$ cat config.mk
export PLATFORM = sky130hd
export DESIGN_NAME = contador_carga_param
export DESIGN_NICKNAME = d
export VERILOG_FILES = /design/src/rtl/contador_carga_param.sv
export SDC_FILE = /design/constraint.sdc
export NUM_CORES = 1
export LEC_CHECK = 0
export CORE_MARGIN = 1.5
export CORE_UTILIZATION = 44
export CTS_CLUSTER_DIAMETER = 100
export DETAILED_ROUTE_END_ITERATION = 8
export GPL_ROUTABILITY_DRIVEN = 0
export PLACE_DENSITY = 0.79
export SETUP_SLACK_MARGIN = 0.5
export SKIP_LAST_GASP = 1
export SYNTH_ARGS = -nofsm -noshare
export SYNTH_HDL_FRONTEND = slang
export SYNTH_SLANG_ARGS = --single-unit
$ cat constraint.sdc
create_clock -name clk -period 2 [get_ports clk]
set_clock_uncertainty 0.15 [all_clocks]
set_input_delay 0.3 -clock clk [delete_from_list [all_inputs] [get_ports clk]]
set_output_delay 0.3 -clock clk [all_outputs]
set_load 0.01 [all_outputs]
$ cat src/rtl/contador_carga_param.sv
// contador_carga_param: loadable up/down counter with programmable bound,
// wrap or saturate behaviour, synchronous clear and a cascade terminal count.
module contador_carga_param #(
  parameter int unsigned WIDTH     = 6,
  parameter int unsigned MAX_VAL   = 63,
  parameter int unsigned SATURATE  = 0,
  parameter int unsigned RESET_VAL = 0
) (
  input  logic             clk,
  input  logic             reset,
  input  logic             clear,
  input  logic             load,
  input  logic [WIDTH-1:0] data,
  input  logic             enable,
  input  logic             up_down,
  output logic [WIDTH-1:0] out,
  output logic             tc,
  output logic             wrap,
  output logic             load_err
);

  // One extra bit keeps the clamp comparison meaningful when MAX_VAL is all ones
  localparam int unsigned EXT_W = WIDTH + 1;

  localparam logic [WIDTH-1:0] MAX_C   = WIDTH'(MAX_VAL);
  localparam logic [WIDTH-1:0] RST_C   = WIDTH'(RESET_VAL);
  localparam logic [EXT_W-1:0] MAX_EXT = EXT_W'(MAX_VAL);
  localparam logic             SAT_C   = (SATURATE != 0);

  logic [WIDTH-1:0] out_nxt;
  logic             wrap_nxt;
  logic             load_err_nxt;
  logic             at_max;
  logic             at_zero;
  logic             data_over;

  assign at_max    = (out == MAX_C);
  assign at_zero   = (out == '0);
  assign data_over = ({1'b0, data} > MAX_EXT);

  // Next count and event pulses; priority clear > load > enable > hold
  always_comb begin
    out_nxt      = out;
    wrap_nxt     = 1'b0;
    load_err_nxt = 1'b0;
    if (clear) begin
      out_nxt = RST_C;
    end else if (load) begin
      if (data_over) begin
        out_nxt      = MAX_C;
        load_err_nxt = 1'b1;
      end else begin
        out_nxt = data;
      end
    end else if (enable) begin
      if (up_down) begin
        // Bound is tested before incrementing so the adder never overflows
        if (at_max) begin
          if (!SAT_C) begin
            out_nxt  = '0;
            wrap_nxt = 1'b1;
          end
        end else begin
          out_nxt = out + WIDTH'(1);
        end
      end else begin
        if (at_zero) begin
          if (!SAT_C) begin
            out_nxt  = MAX_C;
            wrap_nxt = 1'b1;
          end
        end else begin
          out_nxt = out - WIDTH'(1);
        end
      end
    end
  end

  // Count register and one-cycle event pulses; reset also drops pending pulses
  always_ff @(posedge clk or negedge reset) begin
    if (!reset) begin
      out      <= RST_C;
      wrap     <= 1'b0;
      load_err <= 1'b0;
    end else begin
      out      <= out_nxt;
      wrap     <= wrap_nxt;
      load_err <= load_err_nxt;
    end
  end

  // Zero-latency terminal count so a following stage can count on the same edge
  assign tc = enable & ~clear & ~load & (up_down ? at_max : at_zero);

endmodule
# Yosys cells after proc, flatten, opt, wreduce, memory -nomap -nowiden
# Index checks and enable logic that the tools add are counted.
# word_totals
reg_bits,7
latch_bits,0
ramBits,0
rom_bits,0
in_bits,12
out_inout_bits,9
elab_cells,25
n_memories,0
# op_classes
add_sub_neg,2
mul,0
div,0
order_cmp,0
eq_ne,1
shifts,0
n_mux,13
bitwise_logic,5
n_reduce_logical,2
# op_table
cell,count
$mux W6,6
$mux W1,7
$add A6 B1 Y6 const B,1
$eq A6 B6 Y1 const B,1
$logic_not A6 Y1,1
$sub A6 B1 Y6 const B,1
$and A1 B1 Y1,3
$reduce_bool A3 Y1,1
$not A1 Y1,2

# Depth between registers and ports, before layout
# Gate-level depths: netlist of the first run.
# logic_depth
depth_word,6
mapped_depth,7

# Least setup slack after synthesis of the first run
# Ideal clock, no wire load.
# synth_path
path_type,flip-flop to flip-flop
start,reg out[0]
end,reg out[2]
setup_time_ns,0.094
arrival_ns,1.577
path_slack_ns,0.179
path_stages_with_launch,8
synth_period_minus_slack_ns,1.821
cell_sequence,dfrtp_1 > clkbuf_1 > inv_1 > ha_1 > nor2b_1 > a21oi_1 > a221o_1 > a211oi_1
# synth_between
elab_chain_len,6
elab_cells_between_ends,10
classes_between,add/sub (2); eq/ne (1); mux (6); reduce/logical (1)
# synth_lines
item,line,source
start: declaration,16,"output logic [WIDTH-1:0] out,"
start signal: assignment,86,out <= out_nxt;
$sub A6 B1 Y6 (tied with other cells),73,out_nxt = out - WIDTH'(1);
"$mux W6, on equally long branches","67, 58",
$mux W6 (*),56,if (up_down) begin
$mux W6 (*),55,end else if (enable) begin
$mux W6 (*),48,end else if (load) begin
$mux W6 (*),46,if (clear) begin
# Every way passes the cells marked *; elsewhere a longest branch is shown, timed or not. The select of a mux whose other input is x is not followed.
# A chain may end at the register's enable or synchronous reset.

# Final worst setup path of the first run
# layout_path
start,in up_down
end,out tc
# layout_between
elab_chain_len,2
# layout_lines
item,line,source
start: declaration,15,"input logic up_down,"
$mux W1,93,assign tc = enable & ~clear & ~load & (up_down ? at_max : at_zero);
$and A1 B1 Y1,93,
end: declaration,17,"output logic tc,"
# No other way between the ends.

==> metrics.yaml, run 1 <==
filler_cell_count: 62
nets: 142
die_area_um2: 1740
yosysSeqAreaShare: 0.266
grt_pass1_wl_um: 3610
synth_top_cell_area_share: 0.266
crit_fanout: 2
start_kind: "input pin"
cts_buffers: 3
antenna_found_initial: 0
synth.top_cells.by_area: "dfrtp_1, a21oi_1, ha_1"
vias: 821
synth_ff_type: "dfrtp_1"
synthAdderAreaFrac: 0.0570
yosysMostFrequentCell: "a21oi_1"
hold_path_class: "in2async"
synth_xor_area_frac: 0.0665
cts_tree: "yes"
drv_cap: 0
first_pass_iters: 4
p_leak_nw: 0.546
grt-ovfl-total: 0
synth_compound_gate_area_share: 0.253
yosys.cell_types.count: 36
htree_levels: 1
drc_errors: 0
syn_nets: 94
core-area_um2: 1350
design_area_um2: 1220
peakVddDrop_uv: 408
wirelength_um: 2620
synthCells: 79
synth_top_family_by_area: "compound AO/OA/AOI/OAI gates"
synth-simple-area-share: 0.209
ys_ff_latch: 7
setup_viol: 0
drtIter0Drc: 24
power_density_nw_per_um2: 503
rsz0062_at_grt: "yes"
die_x_um: 41.7
ctsLongestPathBuffers: 2
hold_viol: 0
crit_arrival_ns: 1.45
wire_per_inst_um: 18.6
synth_common_cells: "a21oi_1, dfrtp_1, inv_1"
finalMaxSlewViolations: 0
critical_path_class: "in2out"
area_delta_synth_final_pct: 85.0
synthMuxAreaShare: 0.0323
tns_ns: 0
placed_area_um2: 986
finalCritPeriodShare: 0.950
required_ns: 1.55
yosys_warnings: 0
grt_max_degree: 12
drtAntennaViolNets: 0
vias_per_cell: 5.82
netlist_area_um2: 658
first_global_vias: 760
dieHeight_um: 41.7
syn-mean-instance-area_um2: 8.33
grt_use_total: 0.286
clk_latency_ns: 0.27
clock_sinks: 7
ioPinCount: 21
synth_edf_count: 0
dp_hpwl_um: 1400
end_kind: "primary output"
num_antenna_cells: 0
fp-row-count: 13
period_needed_ns: 1.90
port_buffers: 19
drive_gt1_frac: 0.516
status: "finished, final reports clean"
yosys.area.top_type: "dfrtp_1"
ys_async_sr_fraction: 1.00
fmax_mhz: 527
initial_utilization: 0.487
clk_pin_slew_ns: 0.06
root_buffer: "clkbuf_4"
==> state kept, by name (all words and copies together) (netlist names) <==
name and count:
out 6, wrap 1
==> final cells by class <==
class | count | area [um^2] | area share
clock buffer | 4 | 26.3 | 0.0216
multi-input combinational | 57 | 515 | 0.423
tap | 15 | 18.8 | 0.0154
inverter | 7 | 31.3 | 0.0257
timing repair buffer | 51 | 447 | 0.367
sequential | 7 | 179 | 0.147
==> worst paths after layout <==
| kind | to | depth (start not counted) | slack (ns) | from |
|---|---|---|---|---|
| max | tc | 5 | 0.10 | up_down |
| min | out[0] | 1 | 0.15 | reset |
| max reg2reg | out[0] | 9 | 0.14 | out[0] |
| min reg2reg | wrap | 2 | 0.56 | out[5] |
| max in group asynchronous | out[1] | 1 | 1.29 | reset |
| min in group clk | out[1] | 3 | 0.46 | data[1] |
==> through the flow <==
step                hold slack [ns]  worst slack (ns)  std cells  total power (W)  utilization
floorplan                    -0.146             0.320         79         0.000295            -
global placement              0.430            -0.234        122         0.000380        0.730
detailed placement            0.440            -0.275        122         0.000385        0.730
CTS                           0.156             0.131        135         0.000560        0.832
global route                  0.176           0.00951        141         0.000644        0.902
finish                        0.146             0.101        141         0.000612        0.902
==> routing by layer <==
| layer | part of all wire | wire length [um] | global-route usage | vias to the layer above |
|---|---|---|---|---|
| met5 | 0 | 0 | 0 | - |
| met4 | 0.047 | 122 | 0.129 | 0 |
| met3 | 0.062 | 161 | 0.0826 | 15 |
| met2 | 0.49 | 1280 | 0.494 | 45 |
| met1 | 0.40 | 1060 | 0.323 | 387 |
| li1 | - | - | - | 374 |
==> placed cells by master, fill, tap and decap left out, types with 2 or more instances in the layout <==
cell / instances
a211oi_2: 2
a21oi_1: 5
a21oi_2: 4
buf_4: 24
buf_6: 11
clkbuf_2: 2
clkbuf_4: 3
clkdlybuf4s50_1: 11
dfrtp_1: 4
dfrtp_2: 3
dlygate4sd2_1: 2
ha_4: 2
inv_1: 5
inv_4: 2
nand2_1: 4
nand3_1: 3
nor2_1: 3
nor3_1: 2
nor3b_1: 2
o2bb2ai_1: 2
xnor2_1: 3
xor2_1: 2
==> power by group <==
group / switching, W / internal [W] / total [W]
clock network: 0.0000626 / 0.0000768 / 0.000139
logic: 0.000135 / 0.000169 / 0.000304
registers: 0.0000158 / 0.000153 / 0.000169
==> critical path, stage by stage <==
cell	delay, ns
clkdlybuf4s50_1	0.49
and4_4	0.25
nand3_1	0.14
a21oi_2	0.14
buf_2	0.13
==> kinds of logic after synthesis <==
group,after synthesis
buffers and inverters,15
other,1
AOI/OAI and AO/OA,23
DFF,7
adders and majority gates,3
and+or+nand+nor,23
muxes,2
xor gates and xnor gates,5
==> what timing repair did <==
action	in CTS	in global routing
endpoints found under the setup margin	13	13
hold buffers	0	0
setup buffers	9	6
pin swaps	2	9
resized for setup	29	20
Power figures use the tool's default switching activity.
==> run 2, diff against run 1 <==
- CAP_MARGIN: not set -> 20
==> results of run 2 <==
Final layout, timing and power as in run 1 (identical DEF).
